--- src/rtl/fp_pkg.sv ---
// Shared single-precision FP definitions: field widths, the FSM state type and
// classification helpers used by the sequential FP operators.
package fp_pkg;

   localparam int          FP_EXP_W  = 8;
   localparam int          FP_MANT_W = 23;
   localparam int          FP_BIAS   = 127;
   localparam logic [31:0] FP_QNAN   = 32'h7FC0_0000;

   typedef enum logic [1:0] {IDLE, MUL, NORM, DONE} state_t;

   function automatic logic is_nan(input logic [31:0] x);
      return (x[30:23] == 8'hFF) && (x[22:0] != '0);
   endfunction

   function automatic logic is_inf(input logic [31:0] x);
      return (x[30:23] == 8'hFF) && (x[22:0] == '0);
   endfunction

   // Subnormals are deliberately folded into zero.
   function automatic logic is_zero(input logic [31:0] x);
      return x[30:23] == 8'h00;
   endfunction

   // {nan, +inf, -inf, +0, -0} describing a result word.
   function automatic logic [4:0] result_flags(input logic [31:0] x);
      return {is_nan(x), is_inf(x) & ~x[31], is_inf(x) & x[31],
              is_zero(x) & ~x[31], is_zero(x) & x[31]};
   endfunction

endpackage

--- src/rtl/fp_classify.sv ---
// Combinational operand classifier: splits an IEEE-754 single into its fields
// and flags nan/inf/zero (subnormal counts as zero).
module fp_classify
   import fp_pkg::*;
(
   input  logic [31:0]          x,
   output logic                 nan,
   output logic                 inf,
   output logic                 zero,
   output logic                 sign,
   output logic [FP_EXP_W-1:0]  exp,
   output logic [FP_MANT_W-1:0] mant
);

   assign nan  = is_nan(x);
   assign inf  = is_inf(x);
   assign zero = is_zero(x);
   assign sign = x[31];
   assign exp  = x[30:23];
   assign mant = x[22:0];

endmodule

--- src/rtl/float_mult_seq.sv ---
// Sequential IEEE-754 single multiplier, shift-add over 24/BITS_PER_CYCLE cycles.
// Build option: FLOAT_MULT_SEQ_RNE_EN selects round-to-nearest-even, else truncation.
//
// state | meaning
// IDLE  | in_ready high, waiting for operands
// MUL   | shift-add of the 24x24 mantissa product
// NORM  | normalize, round, overflow/underflow
// DONE  | out_valid high until out_ready
module float_mult_seq
   import fp_pkg::*;
#(
   parameter int BITS_PER_CYCLE = 1
)(
   input  logic        clk,
   input  logic        rst,
   input  logic        in_valid,
   output logic        in_ready,
   input  logic [31:0] a,
   input  logic [31:0] b,
   output logic        out_valid,
   input  logic        out_ready,
   output logic [31:0] out_mult,
   output logic        NaN,
   output logic        pos_infinite,
   output logic        neg_infinite,
   output logic        pos_zero,
   output logic        neg_zero
);

   localparam int STEPS = 24 / BITS_PER_CYCLE;

   logic                 a_nan, a_inf, a_zero, a_sign;
   logic                 b_nan, b_inf, b_zero, b_sign;
   logic [FP_EXP_W-1:0]  a_exp, b_exp;
   logic [FP_MANT_W-1:0] a_mant, b_mant;

   fp_classify u_cls_a (.x(a), .nan(a_nan), .inf(a_inf), .zero(a_zero),
                        .sign(a_sign), .exp(a_exp), .mant(a_mant));
   fp_classify u_cls_b (.x(b), .nan(b_nan), .inf(b_inf), .zero(b_zero),
                        .sign(b_sign), .exp(b_exp), .mant(b_mant));

   state_t             state;
   logic [47:0]        mcand, prod, partial;
   logic [23:0]        mplier;
   logic [4:0]         cnt;
   logic signed [9:0]  exp_r, exp_pre, exp_fin;
   logic               sign_r, s, special, round_up;
   logic [22:0]        mant_pre;
   logic [23:0]        mant_rnd;
   logic [31:0]        spec_res, norm_res;
   logic [4:0]         flags_r;

   assign s        = a_sign ^ b_sign;
   assign in_ready = (state == IDLE) && !rst;
   assign {NaN, pos_infinite, neg_infinite, pos_zero, neg_zero} = flags_r;

   always_comb begin
      spec_res = '0;
      special  = 1'b1;
      if (a_nan || b_nan || (a_inf && b_zero) || (a_zero && b_inf))
         spec_res = FP_QNAN;
      else if (a_inf || b_inf)
         spec_res = {s, 8'hFF, 23'd0};
      else if (a_zero || b_zero)
         spec_res = {s, 31'd0};
      else
         special = 1'b0;
   end

   always_comb begin
      partial = '0;
      for (int k = 0; k < BITS_PER_CYCLE; k++)
         if (mplier[k]) partial = partial + (mcand << k);
   end

   always_comb begin
      if (prod[47]) begin
         mant_pre = prod[46:24];
         exp_pre  = exp_r + 10'sd1;
      end else begin
         mant_pre = prod[45:23];
         exp_pre  = exp_r;
      end
   end

`ifdef FLOAT_MULT_SEQ_RNE_EN
   logic guard, sticky;
   always_comb begin
      guard  = prod[47] ? prod[23] : prod[22];
      sticky = prod[47] ? |prod[22:0] : |prod[21:0];
   end
   assign round_up = guard & (sticky | mant_pre[0]);
`else
   assign round_up = 1'b0;
`endif

   // A carry out of rounding leaves the mantissa at zero and bumps the exponent.
   assign mant_rnd = {1'b0, mant_pre} + {23'd0, round_up};
   assign exp_fin  = mant_rnd[23] ? exp_pre + 10'sd1 : exp_pre;

   always_comb begin
      if (exp_fin >= 10'sd255)
         norm_res = {sign_r, 8'hFF, 23'd0};
      else if (exp_fin <= 10'sd0)
         norm_res = {sign_r, 31'd0};
      else
         norm_res = {sign_r, exp_fin[7:0], mant_rnd[22:0]};
   end

   always_ff @(posedge clk or posedge rst) begin
      if (rst) begin
         state     <= IDLE;
         mcand     <= '0;
         mplier    <= '0;
         prod      <= '0;
         exp_r     <= '0;
         sign_r    <= 1'b0;
         cnt       <= '0;
         out_valid <= 1'b0;
         out_mult  <= '0;
         flags_r   <= '0;
      end else begin
         case (state)
            IDLE: if (in_valid) begin
               sign_r <= s;
               if (special) begin
                  out_mult  <= spec_res;
                  flags_r   <= result_flags(spec_res);
                  out_valid <= 1'b1;
                  state     <= DONE;
               end else begin
                  mcand  <= {24'd0, 1'b1, a_mant};
                  mplier <= {1'b1, b_mant};
                  prod   <= '0;
                  exp_r  <= $signed({2'b00, a_exp}) + $signed({2'b00, b_exp})
                            - $signed(10'(FP_BIAS));
                  cnt    <= 5'(STEPS - 1);
                  state  <= MUL;
               end
            end
            MUL: begin
               prod   <= prod + partial;
               mcand  <= mcand << BITS_PER_CYCLE;
               mplier <= mplier >> BITS_PER_CYCLE;
               if (cnt == 5'd0) state <= NORM;
               else             cnt   <= cnt - 5'd1;
            end
            NORM: begin
               out_mult  <= norm_res;
               flags_r   <= result_flags(norm_res);
               out_valid <= 1'b1;
               state     <= DONE;
            end
            DONE: if (out_ready) begin
               out_valid <= 1'b0;
               state     <= IDLE;
            end
            default: state <= IDLE;
         endcase
      end
   end

endmodule

--- config.mk ---
export PLATFORM = sky130hd
export DESIGN_NAME = float_mult_seq
export DESIGN_NICKNAME = d
export VERILOG_FILES = /design/src/rtl/fp_pkg.sv /design/src/rtl/fp_classify.sv /design/src/rtl/float_mult_seq.sv
export SDC_FILE = /design/constraint.sdc
export NUM_CORES = 1
export LEC_CHECK = 0
export BUFFER_PORTS_ARGS = -buffer_cell sky130_fd_sc_hd__buf_2
export CORE_MARGIN = 8
export CORE_UTILIZATION = 50
export DETAILED_ROUTE_END_ITERATION = 16
export PLACE_DENSITY = 0.69
export SLEW_MARGIN = 5
export SYNTH_ARGS = -nofsm -noshare
export SYNTH_HDL_FRONTEND = slang
export SYNTH_SLANG_ARGS = --single-unit
--- constraint.sdc ---
create_clock -name clk -period 10.1 [get_ports clk]
set_clock_uncertainty 0.15 [all_clocks]
set_input_delay 2.02 -clock clk [delete_from_list [all_inputs] [get_ports clk]]
set_output_delay 2.02 -clock clk [all_outputs]
set_load 0.05 [all_outputs]
==> impl_metrics.csv, run 1 <==
group,metric,value,unit
min_path,hp-class,"flop to flop",
clock_tree,cts_tree,"built",
synth,synth_nets,1505,
finish,synthToLayoutAreaGrowth,11.7,%
global_route,grt_max_degree,97,
global_route,grtUsageTotal,0.200,
clock_tree,cts_sinks,176,
routing,vias_per_cell,5.68,
die,ios,107,
placed_design,dpl_cell_area,12100,um2
setup_path,worstSetupEndpointType,"output pin",
clock_tree,clkTransAtPathRegs,0.07,ns
setup_path,cp-start-kind,"input port",
finish,utilization,0.564,
die,fp.coreArea,22400,um2
power_and_ir_drop,leakage,0.00580,uW
synth,syn-cell-area,11300,um2
synth,yosys_warnings,0,
synth,ys_ff_latch,176,
clock_tree,cts_made_buffers,17,
sta,report.final.slew_viol_count,0,
die,die_y,167,um
global_route,grt_overflow,0,
die,initial_core_util,0.505,
finish,fillers,2108,
clock_tree,htreeDepth,4,
sta,rsz0062_at_grt,"false",
synth,syn_area_per_cell,8.30,um2
synth,async_flop_share,1.00,
clock_tree,clk_latency,0.44,ns
setup_path,required,7.93,ns
clock_tree,ctsResizeCount,0,
synth,yosysUniqueCellTypes,74,
routing,vias,9807,
run,cap_violations,0,
setup_path,worstPathMaxFanout,2,
finish,antenna_cells,0,
global_route,grt_pass1_vias,9640,
sta,slew_headroom,0.344,
setup_path,crit_arrival,2.49,ns
placed_design,port_buffers,106,
synth,synth_edf_count,0,
clock_tree,hold_buffers,0,
die,row_count,55,
power_and_ir_drop,peakVddDrop,0.183,mV
placed_design,gp_congestion,0.954,
synth,synthCells,1365,
power_and_ir_drop,power_density,299,nW/um2
die,floorplan.die_area,27700,um2
die,die_w,167,um
routing,wl_per_cell,15.7,um
finish,drive_gt1_frac,0.126,
routing,drt-total-wl,27200,um
sta,hold_violations,0,
sta,period_share,0.461,
synth,ys_seq_area_frac,0.389,
finish,postLayoutCellArea,12700,um2
sta,max_freq,0.215,GHz
global_route,antenna_found_initial,0,
global_route,grt_pass1_wl,47300,um
finish,nets,1570,
routing,drc,0,
sta,setup_viol,0,
sta,tns,0,ns
placed_design,hpwl,19500,um
setup_path,path_class,"input port to output pin",
routing,dr.pass1.iters,5,
sta,worst_slew_pin_slew,0.984,ns
routing,ant_nets,0,
clock_tree,clockBufferDepth,2,
synth,synth_ff_type,"dfrtp_1",
routing,first_iter_violations,652,
sta,min_period,4.66,ns
clock_tree,post-cts-setup-buffers,0,
clock_tree,clockRootBuffer,"clkbuf_16",
outcome,status,"complete, no violations",
## critical path, cell delays in order
cell	delay (ns)
buf_2	0.13
nor2_1	0.07
buf_2	0.27
## power by group
group	switching (uW)	internal [uW]	total (uW)
sequential	182	944	1130
combinational	1310	691	2000
clock	282	384	666
total	1770	2020	3790
## cell type report
class	instances	area, um2	area share
multi-input combinational	1079	6540	0.517
sequential	176	4400	0.348
timing repair buffer	118	621	0.0490
clock buffer	23	478	0.0378
tap	285	357	0.0282
inverter	38	148	0.0117
clock inverter	9	108	0.00850
## per-stage QoR
stage          std cells  hold WS (ns)  setup slack, ns  power, uW
3_5_place_dp        1696         0.308             5.12       3130
2_1_floorplan       1365         0.289             3.16       2670
6_report            1728         0.320             5.44       3790
3_3_place_gp        1696         0.301             5.26       3090
4_1_cts             1728         0.322             5.43       3810
5_1_grt             1728         0.348             5.34       4120
## cell usage after synthesis, types with 5 or more instances
| cell | number | area share |
|---|---|---|
| nor2_1 | 210 | 0.070 |
| o21ai_0 | 87 | 0.038 |
| a21o_1 | 16 | 0.011 |
| and2_1 | 50 | 0.028 |
| nor2b_1 | 6 | 0.0033 |
| dfrtp_1 | 176 | 0.39 |
| buf_1 | 9 | 0.0030 |
| o41ai_1 | 6 | 0.0046 |
| xor2_1 | 28 | 0.022 |
| nand2b_1 | 8 | 0.0044 |
| nor3_1 | 13 | 0.0057 |
| o21a_1 | 6 | 0.0040 |
| nand2_1 | 198 | 0.066 |
| a31oi_1 | 5 | 0.0028 |
| inv_1 | 38 | 0.013 |
| nor4_1 | 17 | 0.0094 |
| o22ai_1 | 45 | 0.025 |
| clkbuf_1 | 58 | 0.019 |
| nand3_1 | 43 | 0.019 |
| a21oi_1 | 66 | 0.029 |
| mux2i_1 | 26 | 0.023 |
| o31ai_1 | 17 | 0.011 |
| o21ai_1 | 12 | 0.0053 |
| nand4_1 | 17 | 0.0094 |
| xnor2_1 | 30 | 0.023 |
| o211ai_1 | 7 | 0.0046 |
| ha_1 | 70 | 0.077 |
| and3_1 | 5 | 0.0028 |
| o21bai_1 | 15 | 0.0099 |
| or2_2 | 7 | 0.0039 |
## routing by layer
layer / up-vias / global-route usage / share of wire
met5: - / 0 / 0
met2: 182 / 0.316 / 0.45
met1: 4665 / 0.280 / 0.50
met4: 0 / 0.0607 / 0.014
met3: 27 / 0.0300 / 0.032
li1: 4933 / - / -
## layout by cell type (no fill, tap or decap), types with 4 or more instances in the layout
cell and n:
a21o_1 16, a21oi_1 65, a31oi_1 5, a41oi_1 4, and2_1 50, and3_1 5
buf_2 106, buf_4 12, clkbuf_16 17, dfrtp_1 176, ha_1 69, inv_1 37
mux2i_1 26, nand2_1 197, nand2b_1 8, nand3_1 43, nand4_1 17, nor2_1 209
nor2b_1 6, nor3_1 13, nor4_1 17, o211ai_1 7, o21a_1 6, o21ai_0 87
o21ai_1 10, o21bai_1 15, o221ai_1 4, o22ai_1 45, o31ai_1 17, o41ai_1 6
or2_2 7, xnor2_1 30, xor2_1 28
## sequential cells by signal (all words and copies together), names as in the netlist
name       cells
exp_r         10
out_mult      32
mplier        24
out_valid      1
prod          48
cnt            5
mcand         48
sign_r         1
state          2
flags_r        5
## worst paths after layout
kind,from,end,slack [ns],cells after the start
min in group asynchronous,rst,mplier[8],1.50,2
worst min register to register,mcand[47],mcand[47],0.32,2
max in group asynchronous,rst,out_mult[13],7.10,3
worst min-delay path,mcand[47],mcand[47],0.32,2
worst max register to register,mplier[0],prod[44],6.19,13
worst max-delay path,rst,in_ready,5.44,3
## logic make-up after synthesis
logic type | synth area share
AOI/OAI and AO/OA | 0.190
xor gates and xnor gates | 0.0448
adders and majority gates | 0.0808
buffers and inverters | 0.0370
DFF | 0.389
muxes | 0.0259
and+or+nand+nor | 0.232
(Power assumes the default switching activity.)
==> run 2, diff against run 1 <==
--- a/config.mk
+++ b/config.mk
@@ -5,11 +5,12 @@
 export SDC_FILE = /design/constraint.sdc
 export NUM_CORES = 1
 export LEC_CHECK = 0
+export ABC_AREA = 1
 export BUFFER_PORTS_ARGS = -buffer_cell sky130_fd_sc_hd__buf_2
 export CORE_MARGIN = 8
 export CORE_UTILIZATION = 50
 export DETAILED_ROUTE_END_ITERATION = 16
-export PLACE_DENSITY = 0.69
+export PLACE_DENSITY = 0.68
 export SLEW_MARGIN = 5
 export SYNTH_ARGS = -nofsm -noshare
 export SYNTH_HDL_FRONTEND = slang
==> constraint.sdc (replaced) <==
create_clock -name clk -period 4.37 [get_ports clk]
set_clock_uncertainty 0.15 [all_clocks]
set_input_delay 0.874 -clock clk [delete_from_list [all_inputs] [get_ports clk]]
set_output_delay 0.874 -clock clk [all_outputs]
set_load 0.05 [all_outputs]
==> run 2 against run 1 <==
  * Combinational power grew 81%
  * First-iteration DRC count grew 56%
  * Critical path depth grew 11
  * Global-route usage grew 3.4 points
  * Utilization shrank 1.0 points
  * Flip-flop and latch count is the same
  * Die area grew 20%
  * Synthesized cell count grew 61%
  * Routed wire length grew 41%
  * Hold slack gained 0.0047 ns
  * Non-clock buffer count grew 2
  * Critical path type is now flop to flop
  * Largest power group unchanged
==> impl_metrics.csv, run 2 <==
group,metric,value,unit
outcome,status,"complete, no violations",
power_and_ir_drop,switching_share,0.482,
finish,final_common_cell,"nand2_1",
synth,syn-cell-area,13800,um2
setup_path,cp-start-kind,"flop",
synth,syn_area_per_cell,6.30,um2
global_route,grt_pass1_wl,63900,um
finish,utilization,0.554,
sta,hold_violations,0,
routing,wl_per_cell,14.3,um
routing,drt-total-wl,38200,um
routing,vias_per_cell,5.03,
clock_tree,clkTransAtPathRegs,0.08,ns
finish,reg.largest.list,"mcand: 48 flops, prod: 48 flops, out_mult: 32 flops",
routing,vias,13400,
synth,yosys-top-cells-count,"nand2_1 (956), inv_1 (334), dfrtp_1 (176), nand3_1 (151), nor2_1 (123)",
setup_path,path_class,"flop to flop",
routing,wl_met2,17100,um
global_route,grt_pass1_vias,12700,
run,cap_violations,0,
sta,rsz0062_at_grt,"false",
sta,min_period,3.15,ns
global_route,grt_max_degree,85,
power_and_ir_drop,power_density,505,nW/um2
die,ios,107,
die,die_y,182,um
setup_path,worstPathMaxFanout,23,
finish,synthToLayoutAreaGrowth,10.2,%
placed_design,hpwl,29500,um
clock_tree,cts_tree,"built",
routing,first_iter_violations,1020,
clock_tree,htreeDepth,4,
placed_design,port_buffers,106,
synth,synth_ff_type,"dfrtp_1",
setup_path,crit_arrival,3.36,ns
routing,ant_nets,0,
sta,worst_slew_pin_slew,1.01,ns
sta,setup_viol,0,
routing,drc,0,
die,initial_core_util,0.502,
power_and_ir_drop,seqPwrFrac,0.315,
synth,yosys_warnings,0,
die,die_w,182,um
clock_tree,hold_buffers,0,
clock_tree,cts_made_buffers,17,
routing,wl_met1,18400,um
finish,nets,2415,
die,floorplan.die_area,33300,um2
setup_path,worstSetupEndpointType,"flop",
synth,synthCells,2198,
synth,ys_ff_latch,176,
synth,yosys.area.top_type_share,0.318,
setup_path,reg2reg_slack,1.22,ns
synth,yosys.cell_count.top_type,"nand2_1",
clock_tree,clockRootBuffer,"clkbuf_16",
power_and_ir_drop,internal-power,3990,uW
synth,yosys.area.top_type,"dfrtp_1",
min_path,hp-class,"flop to flop",
power_and_ir_drop,p_sw,3710,uW
global_route,antenna_found_initial,0,
sta,max_freq,0.317,GHz
die,fp.coreArea,27600,um2
synth,synth_area_leaders,"dfrtp_1 (32%), nand2_1 (26%), inv_1 (9.1%)",
clock_tree,post-cts-setup-buffers,0,
power_and_ir_drop,peakVddDrop,0.333,mV
placed_design,gp_congestion,0.989,
setup_path,required,4.58,ns
synth,synth_edf_count,0,
routing,dr.pass1.iters,6,
global_route,grtUsageTotal,0.234,
global_route,grt_overflow,0,
finish,layout_common_cells,"nand2_1 (956), inv_1 (333), dfrtp_1 (176)",
sta,slew_headroom,0.323,
routing,wl_met3,2170,um
power_and_ir_drop,combPwrFrac,0.471,
sta,tns,0,ns
finish,drive_gt1_frac,0.0870,
synth,async_flop_share,1.00,
synth,synth_nets,2338,
finish,antenna_cells,0,
synth,ys_seq_area_frac,0.318,
sta,report.final.slew_viol_count,0,
clock_tree,ctsResizeCount,0,
die,row_count,61,
clock_tree,clk_latency,0.45,ns
synth,yosysUniqueCellTypes,40,
routing,dr.max_layer_used,"met4",
sta,period_share,0.722,
power_and_ir_drop,p_clk_frac,0.215,
clock_tree,cts_sinks,176,
power_and_ir_drop,leakage,0.00910,uW
clock_tree,clockBufferDepth,2,
==> run 2: cell count changes in the layout (fill, tap and decap cells not counted), moves of 21 or more <==
| cell | delta |
|---|---|
| nand3_1 | +108 |
| nor2_2 | +21 |
| and2_1 | -50 |
| nor2_1 | -86 |
| nand2_1 | +759 |
| o22ai_1 | -44 |
| nand4_1 | +21 |
| inv_1 | +296 |
==> run 2: layer usage <==
layer	track usage	vias to the layer above
met5	0	-
met4	0.0466	0
met3	0.0338	31
met2	0.377	302
met1	0.330	6161
li1	-	6922
==> run 2: power groups by stage <==
stage	logic [uW]	clock network [uW]	registers, uW
finish	3620	1650	2420
global route	4110	1760	2490
CTS	3650	1680	2420
detailed placement	3630	0	2440
global placement	3560	0	2440
floorplan	2780	0	2560
==> run 2: final timing paths <==
kind	start	endpoint	depth (start not counted)
hold / removal	flags_r[4]	flags_r[4]	2
max in group asynchronous	rst	mcand[23]	3
min in group asynchronous	rst	out_mult[28]	2
setup / recovery	mplier[0]	prod[44]	14
setup reg to reg	mplier[0]	prod[44]	14
hold reg to reg	flags_r[4]	flags_r[4]	2
==> run 2: kinds of logic after synthesis <==
logic type | synth area share
mux | 0.0152
fa+ha+maj | 0.0662
buf+inv | 0.120
simple gates | 0.396
xor+xnor | 0.0235
compound gates | 0.0604
flops | 0.318
==> run 2: metrics by stage <==
| stage | instance area (um2) | std cells | setup slack (ns) | power (uW) | hold WS [ns] |
|---|---|---|---|---|---|
| after global placement | 14600 | 2634 | 1.03 | 6000 | 0.305 |
| final | 15300 | 2666 | 1.22 | 7700 | 0.325 |
| after global routing | 15300 | 2666 | 0.959 | 8350 | 0.345 |
| after CTS | 15300 | 2666 | 1.23 | 7750 | 0.331 |
| after floorplan | 13800 | 2198 | 1.09 | 5340 | 0.292 |
| after detailed placement | 14600 | 2634 | 0.946 | 6080 | 0.309 |
==> run 2: worst max-delay path: stages (launching register included) <==
cell     delay, ns
dfrtp_1       0.49
buf_4         0.27
nand2_1       0.10
inv_1         0.05
ha_1          0.43
nand2_1       0.17
nor2_1        0.22
inv_1         0.08
nor2_1        0.30
nand2_1       0.14
nor2_1        0.10
nand2_1       0.16
nand4_1       0.14
nand3_1       0.09
o21ai_0       0.17
==> run 2: cell type report <==
type                    instances  area [um2]
flip-flops and latches        176        4400
inverters                     338        1270
clock buffers                  17         425
multi-input cells            1622        7790
fillers                      2849       12300
repair buffers                120         686
well taps                     378         473
clock inverters                15         205
